$ cat src/rtl/slide_puzzle_pkg.sv
// Shared definitions for the sliding-tile puzzle: game status codes, blank-move
// directions, FSM states and board geometry helpers.
package slide_puzzle_pkg;

  localparam logic [1:0] ST_CHOSE_BOARD  = 2'b00;
  localparam logic [1:0] ST_GAMING       = 2'b01;
  localparam logic [1:0] ST_GAME_INITIAL = 2'b10;
  localparam logic [1:0] ST_WINNED       = 2'b11;

  // Direction codes match the act bit positions.
  localparam logic [1:0] DIR_UP    = 2'd0;
  localparam logic [1:0] DIR_RIGHT = 2'd1;
  localparam logic [1:0] DIR_DOWN  = 2'd2;
  localparam logic [1:0] DIR_LEFT  = 2'd3;

  localparam int MAX_BOARD_BITS = 1024;

  typedef enum logic {IDLE, SHUFFLE} state_t;

  // Solved board packed like board_out (cell 0 in the top bits); upper bits zero.
  function automatic logic [MAX_BOARD_BITS-1:0] solved_board(input int rows, input int cols,
                                                              input int tw);
    logic [MAX_BOARD_BITS-1:0] b;
    int n;
    b = '0;
    n = rows * cols;
    for (int i = 0; i < n; i++)
      for (int j = 0; j < tw; j++)
        b[(n-1-i)*tw + j] = i[j];
    return b;
  endfunction

  function automatic logic legal_move(input int pos, input logic [1:0] dir, input int rows,
                                      input int cols);
    logic ok;
    ok = 1'b0;
    case (dir)
      DIR_UP:    ok = (pos / cols) > 0;
      DIR_RIGHT: ok = (pos % cols) < cols - 1;
      DIR_DOWN:  ok = (pos / cols) < rows - 1;
      default:   ok = (pos % cols) > 0;
    endcase
    return ok;
  endfunction

  // Cell the blank would move into; only meaningful when legal_move holds.
  function automatic int neighbour(input int pos, input logic [1:0] dir, input int cols);
    int nb;
    case (dir)
      DIR_UP:    nb = pos - cols;
      DIR_RIGHT: nb = pos + 1;
      DIR_DOWN:  nb = pos + cols;
      default:   nb = pos - 1;
    endcase
    return nb;
  endfunction

endpackage

$ cat src/rtl/slide_puzzle_core_lfsr.sv
// 16-bit Galois LFSR (x^16+x^14+x^13+x^11) advancing every cycle; exposes the
// two low bits used as the shuffle candidate direction.
module puzzle_lfsr #(
  parameter logic [15:0] SEED = 16'hACE1
) (
  input  logic       clk_d,
  input  logic       rst,
  output logic [1:0] dir_bits
);

  logic [15:0] lfsr_reg;

  always_ff @(posedge clk_d or posedge rst) begin
    if (rst) lfsr_reg <= SEED;
    else     lfsr_reg <= {1'b0, lfsr_reg[15:1]} ^ (lfsr_reg[0] ? 16'hB400 : 16'h0000);
  end

  assign dir_bits = lfsr_reg[1:0];

endmodule

$ cat src/rtl/slide_puzzle_core.sv
// Sliding-tile puzzle engine: board load, random-walk shuffle, player moves with
// edge checking, saturating move counter and registered win detection.
module slide_puzzle_core
  import slide_puzzle_pkg::*;
#(
  parameter int          ROWS          = 2,
  parameter int          COLS          = 2,
  parameter int          TW            = $clog2(ROWS*COLS),
  parameter int          SHUFFLE_MOVES = 16,
  parameter int          CNT_W         = 10,
  parameter logic [15:0] LFSR_SEED     = 16'hACE1
) (
  input  logic                          clk_d,
  input  logic                          rst,
  input  logic [1:0]                    game_status,
  input  logic [3:0]                    act,
  input  logic                          load,
  input  logic [ROWS*COLS*TW-1:0]       load_board,
  input  logic                          shuffle_req,
  output logic [ROWS*COLS*TW-1:0]       board_out,
  output logic [$clog2(ROWS*COLS)-1:0]  blank_pos,
  output logic [CNT_W-1:0]              move_cnt,
  output logic                          busy,
  output logic                          win_flag
);

  localparam int N  = ROWS * COLS;
  localparam int PW = $clog2(N);
  localparam int WW = $clog2(SHUFFLE_MOVES + 1);
  localparam logic [MAX_BOARD_BITS-1:0] SOLVED_WIDE = solved_board(ROWS, COLS, TW);
  localparam logic [N*TW-1:0]           SOLVED      = SOLVED_WIDE[N*TW-1:0];

  state_t          state_reg, state_next;
  logic [TW-1:0]   board_reg [N];
  logic [TW-1:0]   board_next [N];
  logic [TW-1:0]   solved_tiles [N];
  logic [TW-1:0]   load_tiles [N];
  logic [PW-1:0]   blank_reg, blank_next, load_blank, nb_pos;
  logic [CNT_W-1:0] cnt_reg, cnt_next;
  logic [WW-1:0]   walk_reg, walk_next;
  logic [1:0]      prev_reg, prev_next;
  logic            prev_valid_reg, prev_valid_next;
  logic            win_reg;
  logic [1:0]      dir_bits, cand, shuf_dir, act_dir, sw_dir;
  logic            shuf_found, sw_en;

  puzzle_lfsr #(.SEED(LFSR_SEED)) u_lfsr (
    .clk_d    (clk_d),
    .rst      (rst),
    .dir_bits (dir_bits)
  );

  for (genvar gi = 0; gi < N; gi++) begin : g_cells
    assign solved_tiles[gi] = SOLVED[(N-1-gi)*TW +: TW];
    assign load_tiles[gi]   = load_board[(N-1-gi)*TW +: TW];
    assign board_out[(N-1-gi)*TW +: TW] = board_reg[gi];
  end

  always_comb begin
    load_blank = '0;
    for (int i = 0; i < N; i++)
      if (load_tiles[i] == TW'(N - 1)) load_blank = PW'(i);
  end

  // Rotate from the LFSR candidate until the move is on-board and not an undo.
  always_comb begin
    shuf_dir   = dir_bits;
    shuf_found = 1'b0;
    cand       = dir_bits;
    for (int k = 0; k < 4; k++) begin
      cand = dir_bits + 2'(k);
      if (!shuf_found && legal_move(int'(blank_reg), cand, ROWS, COLS) &&
          !(prev_valid_reg && cand == (prev_reg ^ 2'b10))) begin
        shuf_found = 1'b1;
        shuf_dir   = cand;
      end
    end
  end

  always_comb begin
    if      (act[0]) act_dir = DIR_UP;
    else if (act[1]) act_dir = DIR_RIGHT;
    else if (act[2]) act_dir = DIR_DOWN;
    else             act_dir = DIR_LEFT;
  end

  always_comb begin
    state_next      = state_reg;
    board_next      = board_reg;
    blank_next      = blank_reg;
    cnt_next        = cnt_reg;
    walk_next       = walk_reg;
    prev_next       = prev_reg;
    prev_valid_next = prev_valid_reg;
    sw_en           = 1'b0;
    sw_dir          = act_dir;
    nb_pos          = blank_reg;
    case (state_reg)
      IDLE: begin
        if (game_status == ST_CHOSE_BOARD && load) begin
          board_next = load_tiles;
          blank_next = load_blank;
        end else if (game_status == ST_CHOSE_BOARD && shuffle_req) begin
          state_next      = SHUFFLE;
          board_next      = solved_tiles;
          blank_next      = PW'(N - 1);
          walk_next       = WW'(SHUFFLE_MOVES);
          prev_valid_next = 1'b0;
        end else if (game_status == ST_GAMING && (|act) &&
                     legal_move(int'(blank_reg), act_dir, ROWS, COLS)) begin
          sw_en    = 1'b1;
          cnt_next = (&cnt_reg) ? cnt_reg : cnt_reg + 1'b1;
        end
      end
      SHUFFLE: begin
        sw_en           = 1'b1;
        sw_dir          = shuf_dir;
        prev_next       = shuf_dir;
        prev_valid_next = 1'b1;
        walk_next       = walk_reg - 1'b1;
        if (walk_reg == WW'(1)) state_next = IDLE;
      end
      default: state_next = IDLE;
    endcase
    if (game_status == ST_GAME_INITIAL) cnt_next = '0;
    if (sw_en) begin
      nb_pos                = PW'(neighbour(int'(blank_reg), sw_dir, COLS));
      board_next[blank_reg] = board_reg[nb_pos];
      board_next[nb_pos]    = board_reg[blank_reg];
      blank_next            = nb_pos;
    end
  end

  always_ff @(posedge clk_d or posedge rst) begin
    if (rst) begin
      state_reg      <= IDLE;
      for (int i = 0; i < N; i++) board_reg[i] <= solved_tiles[i];
      blank_reg      <= PW'(N - 1);
      cnt_reg        <= '0;
      walk_reg       <= '0;
      prev_reg       <= DIR_UP;
      prev_valid_reg <= 1'b0;
      win_reg        <= 1'b0;
    end else begin
      state_reg      <= state_next;
      board_reg      <= board_next;
      blank_reg      <= blank_next;
      cnt_reg        <= cnt_next;
      walk_reg       <= walk_next;
      prev_reg       <= prev_next;
      prev_valid_reg <= prev_valid_next;
      win_reg        <= (board_out == SOLVED) &&
                        (game_status == ST_GAMING || game_status == ST_WINNED);
    end
  end

  assign blank_pos = blank_reg;
  assign move_cnt  = cnt_reg;
  assign busy      = (state_reg == SHUFFLE);
  assign win_flag  = win_reg;

endmodule
$ cat config.mk
export PLATFORM = sky130hd
export DESIGN_NAME = slide_puzzle_core
export DESIGN_NICKNAME = d
export VERILOG_FILES = /design/src/rtl/slide_puzzle_pkg.sv /design/src/rtl/slide_puzzle_core_lfsr.sv /design/src/rtl/slide_puzzle_core.sv
export SDC_FILE = /design/constraint.sdc
export NUM_CORES = 1
export LEC_CHECK = 0
export BUFFER_PORTS_ARGS = -buffer_cell sky130_fd_sc_hd__buf_2
export CAP_MARGIN = 10
export CORE_MARGIN = 8
export CORE_UTILIZATION = 40
export CTS_CLUSTER_DIAMETER = 40
export DETAILED_ROUTE_END_ITERATION = 10
export GPL_ROUTABILITY_DRIVEN = 0
export HOLD_SLACK_MARGIN = 0.15
export PLACE_DENSITY = 0.59
export RECOVER_POWER = 50
export SETUP_SLACK_MARGIN = 0.3
export SYNTH_ARGS = -nofsm -noshare
export SYNTH_HDL_FRONTEND = slang
export SYNTH_SLANG_ARGS = --single-unit
$ cat constraint.sdc
create_clock -name clk_d -period 6.8 [get_ports clk_d]
set_input_delay 0.34 -clock clk_d [delete_from_list [all_inputs] [get_ports clk_d]]
set_output_delay 0.34 -clock clk_d [all_outputs]
set_load 0.005 [all_outputs]
==> results.md, run 1 <==
- Via/cell ratio: 5.79
- Main synth FF type: dfrtp_1
- Slew Limit Fails: 47
- Xor and xnor fraction of the mapped netlist area: 4.74%
- Hold EP: blank_pos[0]
- Largest family of logic cells by synthesized area: simple AND/OR/NAND/NOR gates
- Count leader, synth: dfrtp_1
- Async SR Flop Fraction: 100%
- Initial Util: 40.9%
- Min Tclk post-route: 4.44 ns
- Reg clk slew, reported paths: 0.10 ns
- Die Width: 105 um
- Status: complete, but fails checks
- Number of buffers created by CTS: 5
- Flops & latches, synth: 46
- Initial antenna violation count: 0
- Overall routing resource usage: 15.2%
- Final Hold Fails: 0
- Top cells by area, synth: dfrtp_1 25%, dfstp_2 12%, mux2i_1 5.1%
- Commonest cells post-synth: 32 x dfrtp_1, 30 x nand2_1, 21 x nand3_1, 21 x nor2_1, 18 x o21ai_0
- Reg2Reg Depth: 11
- First drt pass iteration count: 7
- Synth top area share: 25.5%
- Seq/Total Area, Yosys: between 30% and 40%
- Syn nets: 371
- WL final: 8260 um
- Worst slew pin tran: 1.80 ns
- Ant diodes: 0
- Clock root buffer: clkbuf_8
- Reg2reg start: u_lfsr.lfsr_reg[0]
- Non-Filler Instances: between 400 and 500
- Area leader, netlist: dfrtp_1
- Worst-Skew Late Latency: 0.31 ns
- FF-to-FF setup slack: approximately 2.4 ns
- HP Class: in -> reg
- CTS Buffer Depth: 2
- Ports: 40
- Post-route clock period utilization: around 65%
- Clk_skew: 0.00856 ns
- Hold Startpoint: load_board[5]
- EDFF count, synth: 0
- Area grow syn2layout: 11.3%
- PortBufs: 39
- Htree depth: 2
- Fraction of layout instances using a drive strength above 1: 20.2%
- Antenna-violating nets left: 0
- Gr ovfl total: 0
- Adder-Cell Fraction of Synth Area: under 10%
- Synth Area in Simple Gates: between 20% and 30%
- RR Endpoint: board_out[3]
- Post-Syn Area: 3140 um2
- Die height: approximately 100 um
- RSZ-0062 raised after global routing: false
- CTS tree: done
- CTS sink cnt: 46
- Max_cap viols: 1
- Nets: 400
- Row count: 32
- WHS Path Cells: 3
- Crit end category: flip-flop
- Core ar.: 7690 um2
- Die area: about 11000 um2
- WS Path Type: reg -> reg
- Via count: around 2700
- Max Freq: between 0.2 and 0.25 GHz
- Maximum vdd ir drop: 0.138 mV
- Syn_area_per_cell: 9.19 um2
- Postcts setup bufs: 0
- Worst endpoint required time: slightly above 7 ns
- Peak fanout along the critical path: 26
- Compound-Gate Fraction of Synth Area: approximately a fifth
- Distinct cells, synth: 63
- Leak Pwr: 1.55 nW
- Max reg flops: 16
- Slew HR: -19.9%
- Post-DP HPWL: 5960 um
- Largest net degree at the start of global routing: 47
- Initial drt markers: 197
- Hold_ws: about 0.34 ns
- PD cells: roughly 440 nW/um2
- First-pass GRT wire length: 13800 um
- Avg WL per Cell: 17.4 um
- Finish-stage setup viols: 0
- CP Data Arrival Time: roughly 4.7 ns
- Worst setup SP type: flip-flop
- Post-cts resize count: 0
- Placed Cells: 466
- Cell count after synthesis: roughly 340
- Final setup TNS: 0 ns
- Yosys warns: 0
- Failing checks: max-capacitance violations, max-slew violations
- Post-synthesis mux area share: 8.92%
- Residual DRC count: 0
- Vias in the first global route: 2675
- CTS hold repair buffers: 0
## kinds of logic (layout without fill, tap and decap cells)
family,Yosys count,count (layout)
AO/OA/AOI/OAI,85,85
XOR/XNOR,17,17
adder cells (fa/ha/maj),11,11
buffers and inverters,32,62
flip-flops,46,46
multiplexers,25,25
AND/OR/NAND/NOR,126,126
## through the flow
stage	setup WS (ns)	util (%)	total power, mW	instance area [um2]
6_report	2.36	45.5	1.54	3500
5_1_grt	2.08	45.5	1.65	3500
4_1_cts	2.60	45.5	1.54	3500
3_3_place_gp	2.74	44.0	1.31	3380
2_1_floorplan	3.20	-	1.12	3140
3_5_place_dp	2.62	44.0	1.31	3380
## cells in the final DEF (no fill, tap or decap), drive strengths merged, types with 5 or more instances in the layout
cell type   n
mux2i      16
dfstp      14
a22oi       6
nand2b      9
xor2        9
or3         9
nor2b       6
inv        16
dfrtp      32
nand2      30
buf        39
ha         11
and3        5
o21ai      18
mux2        8
a21oi      10
nor3        9
o22ai       5
a31oi       5
nand3      21
xnor2       8
nor2       21
o211ai      6
clkbuf      5
## worst max path at each step
stage	endpoint	startpoint	slack [ns]	cells past startpoint
floorplan	board_out[3]	u_lfsr.lfsr_reg[0]	3.20	13
global placement	board_out[3]	u_lfsr.lfsr_reg[0]	2.74	11
detailed placement	board_out[3]	u_lfsr.lfsr_reg[0]	2.62	11
CTS	board_out[3]	u_lfsr.lfsr_reg[0]	2.60	11
global route	board_out[3]	u_lfsr.lfsr_reg[0]	2.08	11
finish	board_out[3]	u_lfsr.lfsr_reg[0]	2.36	11
## final cells by class
| cell class | count | area, um2 |
|---|---|---|
| clock inverters | 3 | 48.8 |
| repair buffers | 39 | 195 |
| clock buffers | 5 | 68.8 |
| inverters | 15 | 56.3 |
| multi-input cells | 264 | 1830 |
| flip-flops and latches | 46 | 1170 |
| well taps | 102 | 128 |
| fillers | 784 | 4190 |
## routing by layer
layer	global-route usage, %	vias to the layer above	share of wire, %
met5	0	-	0
li1	-	1309	-
met4	4.89	0	1.7
met3	3.69	14	7.6
met2	22.7	118	43
met1	20.9	1303	48
## power by group
group	internal (mW)	switching, mW
combinational	0.375	0.460
clock	0.112	0.105
sequential	0.350	0.138
## worst max-delay path: stages (launching register included)
cell     delay, ns
dfstp_1       0.84
inv_1         0.25
ha_1          0.29
mux2_4        0.28
o31a_1        0.33
a22o_4        0.26
nor3_1        0.37
or3_1         0.72
nand2_1       0.27
mux2i_1       0.29
mux2i_1       0.11
a221o_1       0.35
Note: power is estimated with default switching activity, not from simulation.
==> inputs of run 2 (changes only) <==
==> constraint.sdc (replaced) <==
create_clock -name clk_d -period 4.4 [get_ports clk_d]
set_input_delay 0.22 -clock clk_d [delete_from_list [all_inputs] [get_ports clk_d]]
set_output_delay 0.22 -clock clk_d [all_outputs]
set_load 0.005 [all_outputs]
==> results.md, run 2 (synthesis gave the netlist of run 1 again) <==
- Post-route clock period utilization: 87.6%
- Placed Cells: 473
- Via/cell ratio: between 5 and 6
- First-pass GRT wire length: around 14000 um
- Failing checks: max-capacitance violations, max-slew violations
- Post-DP HPWL: 6280 um
- Critical Path Sink: board_out[3]
- Status: complete, but fails checks
- Slew Limit Fails: 47
- RSZ-0062 raised after global routing: false
- Post-cts resize count: 0
- Slew HR: -17.5%
- Worst slew pin tran: 1.76 ns
- Non-Filler Instances: a little under 500
- Filler instances: 764
- Residual DRC count: 0
- Min Tclk post-route: approximately 3.9 ns
- Crit-path cells: clkbuf_1, ha_1, a21oi_1, a32oi_1, o211ai_1, o2111a_2, nor3_4, xnor2_1, mux2_4, o221a_1, a221o_1
- Final Hold Fails: 0
- Final setup TNS: 0 ns
- Reg2reg start: u_lfsr.lfsr_reg[0]
- Worst endpoint required time: 4.65 ns
- Pint: between 1 and 1.5 mW
- Hold_ws: 0.223 ns
- CTS tree: done
- Gr ovfl total: 0
- Worst-Skew Late Latency: roughly 0.31 ns
- PortBufs: 39
- Number of buffers created by CTS: 5
- Worst setup SP type: flip-flop
- Max Freq: 0.259 GHz
- Reg clk slew, reported paths: 0.10 ns
- Critical path startpoint: u_lfsr.lfsr_reg[0]
- Clk_skew: 0.00588 ns
- Via count: 2820
- Multi-input gate area: 1830 um2
- Initial antenna violation count: 0
- Clock power share: 13.9%
- CTS sink cnt: 46
- First drt pass iteration count: 4
- RR Endpoint: board_out[3]
- Sequential share of power: 29.7%
- Die Width: approximately 100 um
- Nets: 407
- Vias in the first global route: 2718
- Finish-stage setup viols: 0
- Crit end category: flip-flop
- Maximum vdd ir drop: ~0.21 mV
- Fraction of layout instances using a drive strength above 1: between 20% and 30%
- Largest net degree at the start of global routing: 47
- Ant diodes: 0
- Reg2Reg Depth: 11
- Most frequent cells in the layout: 39 x buf_2, 32 x dfrtp_1, 30 x nand2_1
- Total Power: 2.45 mW
- CTS Buffer Depth: 2
- Row count: 32
- Max reg flops: 16
- Slowest stage cell, crit path: dfstp_2
- Postcts setup bufs: 0
- Avg WL per Cell: 18.0 um
- Htree depth: 2
- Register area: around 1200 um2
- Initial drt markers: 319
- WS Path Type: reg -> reg
- Die area: ~11000 um2
- WL final: 8660 um
- Antenna-violating nets left: 0
- Final instance area: around 3500 um2
- Max_cap viols: 1
- Clock root buffer: clkbuf_8
- Initial Util: 40.9%
- Switching share of power: 45.7%
- Area grow syn2layout: 12.9%
- Peak fanout along the critical path: 11
- Overall routing resource usage: 15.6%
- FF-to-FF setup slack: between 0.5 and 0.6 ns
- Post-DP Area: 3430 um2
- Core ar.: 7690 um2
- Ports: 40
- Slowest stage delay, CP: 0.54 ns
- Most common cell after layout, fill and taps aside: buf_2
- CTS hold repair buffers: 0
- CP Data Arrival Time: ~4 ns
- Leak Pwr: 1.58 nW
- Sw power: 1.12 mW
- PD cells: 691 nW/um2
- Comb power frac: 56.4%
- Die height: 105 um
- HP Class: in -> reg
## run 2: cell types whose count changed in the layout (fill, tap and decap cells not counted)
cell,change
clkbuf_1,+1
buf_4,+6
dfstp_2,+1
dfstp_1,-1
## run 2: final cells by class
cell class / count / share of cell area, %
Tap cell: 102 / 3.60
Inverter: 15 / 1.59
Timing Repair Buffer: 46 / 6.88
Sequential cell: 46 / 32.9
Multi-Input combinational cell: 264 / 51.7
Clock inverter: 3 / 1.38
Clock buffer: 5 / 1.94
## run 2: layer usage
layer	routed length, um	track usage [%]	vias up
met5	0	0	-
met4	174	6.12	0
met3	792	4.24	15
met2	3800	22.9	149
met1	3880	21.1	1333
li1	-	-	1323
## run 2: worst max-delay path, delay by kind of cell (launching register included)
family / cells / cell delay [ns]
fa+ha+maj: 1 / 0.32
buf+inv: 1 / 0.49
flops: 1 / 0.54
xor+xnor: 1 / 0.25
compound gates: 6 / 1.47
mux: 1 / 0.36
simple gates: 1 / 0.37
## run 2: worst min-delay path by stage
stage	startpoint	to	slack, ns	depth (start not counted)
final	load_board[5]	blank_pos[0]	0.22	3
after global routing	game_status[0]	win_flag	0.24	3
after CTS	rst	move_cnt[6]	0.17	2
after detailed placement	u_lfsr.lfsr_reg[3]	u_lfsr.lfsr_reg[2]	0.33	0
after global placement	u_lfsr.lfsr_reg[12]	u_lfsr.lfsr_reg[11]	0.34	0
after floorplan	u_lfsr.lfsr_reg[2]	u_lfsr.lfsr_reg[1]	0.33	0
## run 2: stage by stage
step                utilization, %  worst slack [ns]
finish                        46.2             0.546
global route                  46.2             0.317
CTS                           46.2             0.776
detailed placement            44.7             0.807
global placement              44.7             0.842
floorplan                        -             0.805
## run 2: power by group through the flow
stage | registers, mW | clock network, mW | logic, mW
5_1_grt | 0.745 | 0.364 | 1.50
2_1_floorplan | 0.641 | 0 | 1.09
3_3_place_gp | 0.731 | 0 | 1.35
4_1_cts | 0.722 | 0.350 | 1.36
3_5_place_dp | 0.730 | 0 | 1.36
6_report | 0.728 | 0.341 | 1.38
==> inputs of run 3 (changes only) <==
--- a/config.mk
+++ b/config.mk
@@ -12,6 +12,7 @@
 export CTS_CLUSTER_DIAMETER = 40
 export DETAILED_ROUTE_END_ITERATION = 10
 export GPL_ROUTABILITY_DRIVEN = 0
+export GPL_TIMING_DRIVEN = 0
 export HOLD_SLACK_MARGIN = 0.15
 export PLACE_DENSITY = 0.59
 export RECOVER_POWER = 50
==> results.md, run 3 (synthesis gave the netlist of run 1 again) <==
- Avg WL per Cell: approximately 17 um
- First drt pass iteration count: 5
- Hold_ws: 0.215 ns
- Gr ovfl total: 0
- Post-route clock period utilization: 91.5%
- Hold EP: blank_pos[0]
- Maximum vdd ir drop: around 0.2 mV
- RR Endpoint: board_out[2]
- Row count: 32
- Util after Layout: 47.2%
- First-pass GRT wire length: about 14000 um
- Initial antenna violation count: 0
- WS Path Type: reg -> reg
- Htree depth: 2
- Ports: 40
- Die area: between 10000 and 15000 um2
- Register area: approximately 1200 um2
- HP Class: in -> reg
- Overall routing resource usage: 15.7%
- Finish-stage setup viols: 0
- Die height: 105 um
- Leak Pwr: 1.61 nW
- Antenna-violating nets left: 0
- Residual DRC count: 0
- Filler instances: 763
- Core ar.: approximately 7700 um2
- WL final: 8500 um
- Most frequent cells in the layout: 40 x buf_2, 32 x dfrtp_1, 30 x nand2_1
- Worst setup SP type: flip-flop
- Placed Cells: 484
- FF-to-FF setup slack: 0.37 ns
- Crit end category: flip-flop
- Clock root buffer: clkbuf_8
- Most frequent cell on the critical path: buf_2
- Largest net degree at the start of global routing: 30
- Max Freq: about 0.25 GHz
- Status: complete, but fails checks
- Peak fanout along the critical path: 10
- CTS sink cnt: 46
- Crit-path cells: clkbuf_4, inv_1, ha_1, mux2_4, o31a_1, a22o_4, o2111a_2, or3_1, buf_2, buf_6, buf_2, nand3_1, mux2i_1, a211oi_1, o22ai_1
- Area grow syn2layout: 15.5%
- CP Data Arrival Time: 4.21 ns
- RSZ-0062 raised after global routing: false
- Via count: 2921
- Max_cap viols: 1
- Reg2reg start: u_lfsr.lfsr_reg[0]
- Post-DP HPWL: roughly 6300 um
- Reg clk slew, reported paths: 0.10 ns
- Post-DP Area: 3490 um2
- Top delay family on crit path: compound AO/OA/AOI/OAI gates
- Most common cell after layout, fill and taps aside: buf_2
- Nets: 419
- Via/cell ratio: 5.92
- Fraction of layout instances using a drive strength above 1: 21.0%
- Slowest stage delay, CP: 0.65 ns
- Ant diodes: 0
- Die Width: 105 um
- Multi-input gate area: 1870 um2
- Number of buffers created by CTS: 5
- PD cells: 692 nW/um2
- Reg2Reg Depth: 15
- Final Hold Fails: 0
- Slowest stage cell, crit path: dfstp_1
- Worst slew pin tran: 1.58 ns
- Max reg flops: 16
- WHS Path Cells: 3
- Final worst setup slack: 0.374 ns
- Setup slack at placement: 0.336 ns
- Worst endpoint required time: 4.59 ns
- Clk_skew: ~0.014 ns
- CTS tree: done
- Vias in the first global route: about 2800
- Initial drt markers: 210
- Initial Util: 40.9%
- Final instance area: 3630 um2
- Non-Filler Instances: 493
- Hold Startpoint: load_board[5]
- Worst-Skew Late Latency: 0.31 ns
- Slew HR: -5.19%
- PortBufs: 39
- CTS Buffer Depth: 2
- Min Tclk post-route: between 4 and 5 ns
- Total Power: 2.51 mW
- Buffers plus inverters on the worst setup path: 5
- Failing checks: max-capacitance violations, max-slew violations
- Final setup TNS: 0 ns
- Slew Limit Fails: 30
## run 3: cell type report
cell class / count / area share (%)
timing repair buffer: 41 / 5.69
buffer: 17 / 2.41
clock buffer: 5 / 1.90
tap: 102 / 3.51
clock inverter: 3 / 1.34
inverter: 15 / 1.55
sequential: 46 / 32.2
multi-input combinational: 264 / 51.4
## run 3: per-layer routing
layer	share of wire (%)	GRT usage, %	vias to the layer above	routed length [um]
met5	0	0	-	0
met4	2.5	6.52	0	211
met3	9.3	4.85	23	787
met2	42	22.4	158	3610
met1	46	21.4	1390	3890
li1	-	-	1350	-
## run 3: how the worst max path moves through the flow
stage	startpoint	endpoint	slack, ns	depth (start not counted)
floorplan	u_lfsr.lfsr_reg[0]	board_out[3]	0.80	13
global placement	u_lfsr.lfsr_reg[0]	board_out[3]	0.34	13
detailed placement	u_lfsr.lfsr_reg[0]	board_out[3]	0.34	13
CTS	u_lfsr.lfsr_reg[0]	board_out[3]	0.31	13
global route	u_lfsr.lfsr_reg[0]	board_out[6]	0.22	13
finish	u_lfsr.lfsr_reg[0]	board_out[2]	0.37	15
## run 3: what timing repair did
item / in CTS / in global routing
gates resized for setup: 0 / 6
setup buffers: 0 / 0
hold endpoints to repair: 15 / 0
hold buffers: 1 / 0
setup endpoints to repair: 0 / 8
## run 3: worst reg2reg max path: stages (launching register included)
cell      delay [ns]
dfstp_1         0.65
clkbuf_4        0.25
inv_1           0.14
ha_1            0.26
mux2_4          0.28
o31a_1          0.32
a22o_4          0.26
o2111a_2        0.29
or3_1           0.37
buf_2           0.18
buf_6           0.16
buf_2           0.20
nand3_1         0.11
mux2i_1         0.07
a211oi_1        0.23
o22ai_1         0.13
## run 3: power by group
| group | switching [mW] | internal (mW) |
|---|---|---|
| logic | 0.840 | 0.659 |
| clock network | 0.165 | 0.173 |
| registers | 0.138 | 0.539 |
